### src/rtl/mult_seq.sv
// mult_seq: sequential shift-add multiplier, one partial product per clock.
//
// Operands are reduced to magnitudes on entry and the magnitude product is
// negated on exit when the operand signs differ. Control is a start/done
// handshake: start is only looked at in IDLE, done pulses for one cycle when
// the product register has been updated.
//
// Optional feature macro: MULT_SIGNED_EN
//   defined   -> operands are two's complement (entry/exit negation active)
//   undefined -> operands are unsigned, loaded as-is, no exit negation
//
// Ports:
//   i_clock    rising-edge clock
//   i_reset    synchronous active-high reset (aborts any operation)
//   i_start    start request, sampled only in IDLE
//   i_a        multiplicand (WIDTH bits)
//   i_b        multiplier   (WIDTH bits)
//   o_busy     high whenever the FSM is not in IDLE
//   o_done     one-cycle pulse, o_product is valid
//   o_product  2*WIDTH-bit result register, holds until next completion
module mult_seq #(
  parameter int WIDTH = 16
) (
  input  logic                 i_clock,
  input  logic                 i_reset,
  input  logic                 i_start,
  input  logic [WIDTH-1:0]     i_a,
  input  logic [WIDTH-1:0]     i_b,
  output logic                 o_busy,
  output logic                 o_done,
  output logic [2*WIDTH-1:0]   o_product
);

  localparam int CW = $clog2(WIDTH) + 1;

  typedef enum logic [1:0] {
    ST_IDLE = 2'd0,
    ST_RUN  = 2'd1,
    ST_FIX  = 2'd2,
    ST_DONE = 2'd3
  } state_t;

  state_t               r_state;
  state_t               w_next;
  logic [WIDTH-1:0]     r_mcand;
  logic [WIDTH-1:0]     r_mplier;
  logic [2*WIDTH-1:0]   r_acc;
  logic [CW-1:0]        r_cnt;
  logic                 r_sgn;
  logic [2*WIDTH-1:0]   r_product;
  logic                 r_busy;
  logic                 r_done;

  logic                 w_load;
  logic                 w_step;
  logic                 w_fix;
  logic                 w_last;

  // Magnitude of an operand. 0x8000 maps to 0x8000, which is correct when the
  // result is read as an unsigned WIDTH-bit value.
  function automatic logic [WIDTH-1:0] f_mag(input logic [WIDTH-1:0] x);
`ifdef MULT_SIGNED_EN
    f_mag = x[WIDTH-1] ? (~x + WIDTH'(1)) : x;
`else
    f_mag = x;
`endif
  endfunction

  // Sign of the final product.
  function automatic logic f_sgn(input logic [WIDTH-1:0] x, input logic [WIDTH-1:0] y);
`ifdef MULT_SIGNED_EN
    f_sgn = x[WIDTH-1] ^ y[WIDTH-1];
`else
    f_sgn = 1'b0;
`endif
  endfunction

  // Last RUN cycle: WIDTH partial products have been considered.
  assign w_last = (r_cnt == CW'(WIDTH - 1));

  // State register.
  always_ff @(posedge i_clock) begin
    if (i_reset) begin
      r_state <= ST_IDLE;
    end else begin
      r_state <= w_next;
    end
  end

  // Next-state logic.
  always_comb begin
    w_next = r_state;
    case (r_state)
      ST_IDLE: begin
        if (i_start) begin
          w_next = ST_RUN;
        end else begin
          w_next = ST_IDLE;
        end
      end
      ST_RUN: begin
        if (w_last) begin
          w_next = ST_FIX;
        end else begin
          w_next = ST_RUN;
        end
      end
      ST_FIX:  w_next = ST_DONE;
      ST_DONE: w_next = ST_IDLE;
      default: w_next = ST_IDLE;
    endcase
  end

  // Datapath enables decoded from the current state.
  always_comb begin
    w_load = 1'b0;
    w_step = 1'b0;
    w_fix  = 1'b0;
    case (r_state)
      ST_IDLE: w_load = i_start;
      ST_RUN:  w_step = 1'b1;
      ST_FIX:  w_fix  = 1'b1;
      ST_DONE: w_load = 1'b0;
      default: w_load = 1'b0;
    endcase
  end

  // Operand load and shift-add iteration.
  always_ff @(posedge i_clock) begin
    if (i_reset) begin
      r_mcand  <= '0;
      r_mplier <= '0;
      r_acc    <= '0;
      r_cnt    <= '0;
      r_sgn    <= 1'b0;
    end else if (w_load) begin
      r_mcand  <= f_mag(i_a);
      r_mplier <= f_mag(i_b);
      r_sgn    <= f_sgn(i_a, i_b);
      r_acc    <= '0;
      r_cnt    <= '0;
    end else if (w_step) begin
      // Add the zero-extended multiplicand at bit offset cnt.
      if (r_mplier[0]) begin
        r_acc <= r_acc + ({{WIDTH{1'b0}}, r_mcand} << r_cnt);
      end
      r_mplier <= r_mplier >> 1;
      r_cnt    <= r_cnt + CW'(1);
    end
  end

  // Result register: written only at the FIX edge, so an aborted operation
  // never leaves a partial value here.
  always_ff @(posedge i_clock) begin
    if (i_reset) begin
      r_product <= '0;
    end else if (w_fix) begin
      r_product <= r_sgn ? (~r_acc + (2*WIDTH)'(1)) : r_acc;
    end
  end

  // Registered status flags, derived from the state being entered.
  always_ff @(posedge i_clock) begin
    if (i_reset) begin
      r_busy <= 1'b0;
      r_done <= 1'b0;
    end else begin
      r_busy <= (w_next != ST_IDLE);
      r_done <= (w_next == ST_DONE);
    end
  end

  assign o_busy    = r_busy;
  assign o_done    = r_done;
  assign o_product = r_product;

endmodule

### config.mk
export PLATFORM = sky130hd
export DESIGN_NAME = mult_seq
export DESIGN_NICKNAME = d
export VERILOG_FILES = /design/src/rtl/mult_seq.sv
export SDC_FILE = /design/constraint.sdc
export NUM_CORES = 1
export LEC_CHECK = 0
export BUFFER_PORTS_ARGS = -buffer_cell sky130_fd_sc_hd__buf_2
export CAP_MARGIN = 20
export CORE_UTILIZATION = 54
export DETAILED_ROUTE_END_ITERATION = 8
export PLACE_DENSITY = 0.77
export REMOVE_ABC_BUFFERS = 1
export SLEW_MARGIN = 40
export SYNTH_ARGS = -nofsm -noshare
export SYNTH_HDL_FRONTEND = slang
export SYNTH_SLANG_ARGS = --single-unit
### constraint.sdc
create_clock -name i_clock -period 3.75 [get_ports i_clock]
set_input_delay 0.75 -clock i_clock [delete_from_list [all_inputs] [get_ports i_clock]]
set_output_delay 0.75 -clock i_clock [all_outputs]
set_load 0.02 [all_outputs]
==> results_dict.tcl <==
set metrics [dict create \
    leakagePower_uw 0.00315 \
    die_h_um 111 \
    antenna_found_initial 0 \
    end_kind "flip-flop" \
    maxSlewHeadroom_pct 48.7 \
    routedWlPerCell_um 14.8 \
    max_cap_viol_count 0 \
    drive_above_1_share_pct 20.9 \
    synth_edf_count 0 \
    slew_violations 0 \
    nets 993 \
    grtUsageTotal_pct 26.1 \
    finalHoldViolCount 0 \
    dpl.hpwl_mm 11.4 \
    yosysMostFrequentCell "nand2_1" \
    rsz0062_at_grt "true" \
    yosys.area.top_type_share_pct 32.8 \
    die_w_um 111 \
    tightest_slew_ns 0.767 \
    coreArea_um2 11500 \
    cts-root-buf "clkbuf_16" \
    final_core_util_pct 65.4 \
    worstPathCellList "buf_6 > mux2_4 > nor2_1 > nor2_1 > mux4_2 > and2_1 > ha_2 > nand2_1 > a211o_1 > a211oi_2 > o211ai_1 > a2111oi_0 > or3_1" \
    yosysSeqAreaShare_pct 32.8 \
    arrival_ns 4.01 \
    cts_hold_buf 0 \
    clk_latency_ns 0.37 \
    htree_num_levels 3 \
    synth.distinct_cells 62 \
    fin_skew_ns 0.0106 \
    grt_pass1_vias 5466 \
    grt-ovfl-total 0 \
    status "complete, but fails checks" \
    drcViolationCount 12 \
    finalCritPeriodShare_pct 98.5 \
    worst-path-max-fanout 12 \
    syn_area_um2 6420 \
    grt_max_degree 70 \
    synth_area_leader_cell "dfxtp_1" \
    cts.reportedPaths.clkPinSlew_ns 0.08 \
    cp_common_cell "nor2_1" \
    area.growth.synth_to_final_pct 17.3 \
    grt_pass1_wl_mm 26.3 \
    yosysWarnings 0 \
    ys_async_sr_fraction_pct 0 \
    boundaryPins 69 \
    violations "DRC" \
    rows 39 \
    synth_seq_cells 105 \
    cellPowerDensity_nw_per_um2 329 \
    vias 6164 \
    clock.fmax_mhz 271 \
    start_util_pct 55.7 \
    die_area_um2 12300 \
    ir_worst_vdd_mv 0.247 \
    ant_nets 0 \
    cts_buffers 9 \
    drt-initial-drc-count 429 \
    path_buf_inv 1 \
    netlist_instances 864 \
    critPathKind "reg2reg" \
    cts_tree "built" \
    syn_avg_cell_area_um2 7.43 \
    dpl-instance-area_um2 6970 \
    crit_path_start_kind "flip-flop" \
    cts_buffer_depth 2 \
    routed_via_density 5.75 \
    min_path_type "reg2reg" \
    crit_slowest_cell "mux4_2" \
    final_area_um2 7530 \
    fill_cells 1042 \
    setup_viol 0 \
    slowest_delay_ns 0.49 \
    critPathTopFamily "compound AO/OA/AOI/OAI gates" \
    synthTopCellsByArea "dfxtp_1 (33%), nand2_1 (12%), a21oi_1 (7.9%)" \
    port_buffers 68 \
    cts_sinks 105 \
    period_needed_ns 3.69 \
    synthFlopType "dfxtp_1" \
    dr.pass1.iters 7 \
    wirelength_mm 15.8 \
    synth_common_cells "nand2_1 (213), dfxtp_1 (105), a21oi_1 (101)" \
    antennaDiodeCount 0 \
    worst_ep_required_time_ns 4.07 \
    routabilityCongestion 0.967 \
]
-- power by group --
part	internal, uW	total [uW]	leakage, uW	switching [uW]
clock	471	936	0.000143	465
combinational	146	368	0.00215	221
sequential	1150	1170	0.000853	25.6
-- sequential cells by signal, summed over array words and instances, names as in the netlist --
register / cells
r_mcand: 16
o_done: 1
o_busy: 1
r_state: 2
r_mplier: 16
o_product: 32
r_acc: 32
r_cnt: 5
-- repair_timing --
action                     4_1_cts  5_1_grt
gates resized for setup          5       57
buffers inserted                 0        6
pin swaps                        0       14
setup endpoints to repair        2       14
-- through the flow --
stage / setup slack, ns / TNS [ns] / instances / hold slack, ns / total power, uW
final: 0.0578 / 0 / 1072 / 0.451 / 2480
after global routing: -0.108 / -0.279 / 1072 / 0.479 / 2590
after CTS: 0.00140 / 0 / 1066 / 0.453 / 2470
after detailed placement: -0.0981 / -0.118 / 1050 / 0.443 / 1540
after global placement: -0.0101 / -0.0101 / 1050 / 0.439 / 1530
after floorplan: -0.200 / -0.405 / 802 / 0.431 / 1410
-- per-layer routing --
metal | vias up | track usage [%] | wire length (um)
met5 | - | 0 | 0
met4 | 0 | 9.32 | 304
met3 | 24 | 4.16 | 661
met2 | 155 | 42.6 | 7420
met1 | 2837 | 34.7 | 7450
li1 | 3148 | - | -
-- placed cells by master (no fill, tap or decap), types with 9 or more instances in the layout --
master     instances
buf_4             39
mux2i_1           14
clkbuf_16          9
a21oi_1           95
a21o_1            17
ha_1              26
dfxtp_1          103
o21ai_1           12
buf_2             68
nor3_1             9
and3_1            10
nand3_1           15
o22ai_1           11
nor2_1            73
xnor2_1           18
o21ai_0           21
a311oi_1          16
nand2_1          213
-- worst register-to-register path, stage by stage (launching register included) --
cell,delay [ns]
dfxtp_2,0.36
buf_6,0.18
mux2_4,0.32
nor2_1,0.14
nor2_1,0.11
mux4_2,0.50
and2_1,0.20
ha_2,0.41
nand2_1,0.12
a211o_1,0.34
a211oi_2,0.26
o211ai_1,0.14
a2111oi_0,0.40
or3_1,0.18
-- cells by family (layout without fill, tap and decap cells) --
| group | count (synthesis) | count (layout) | share of synthesized area (%) |
|---|---|---|---|
| and+or+nand+nor | 369 | 369 | 24.6 |
| DFF | 105 | 105 | 32.8 |
| buffers and inverters | 69 | 134 | 4.45 |
| adders and majority gates | 34 | 34 | 6.75 |
| xor gates and xnor gates | 24 | 24 | 3.28 |
| muxes | 33 | 33 | 5.66 |
| AOI/OAI and AO/OA | 230 | 230 | 22.5 |
-- cell type report --
class                   count  area [um^2]  area share (%)
multi-input cells         690         4230            56.3
flip-flops and latches    105         2100            28.0
repair buffers            111          681            9.04
clock buffers               9          225            2.99
well taps                 143          179            2.38
clock inverters             7         72.6           0.964
inverters                   7         30.0           0.399
-- final timing paths --
check / start / slack (ns) / to / cells after the start
worst max register to register: r_cnt[1]$_SDFFE_PP0P_ / 0.06 / r_acc[30]$_SDFFE_PP0P_ / 13
worst min register to register: o_product[16]$_SDFFE_PP0P_ / 0.45 / o_product[16]$_SDFFE_PP0P_ / 2
worst max-delay path: r_cnt[1]$_SDFFE_PP0P_ / 0.06 / r_acc[30]$_SDFFE_PP0P_ / 13
worst min-delay path: o_product[16]$_SDFFE_PP0P_ / 0.45 / o_product[16]$_SDFFE_PP0P_ / 2
No activity file was read; power rests on OpenSTA's default activity.
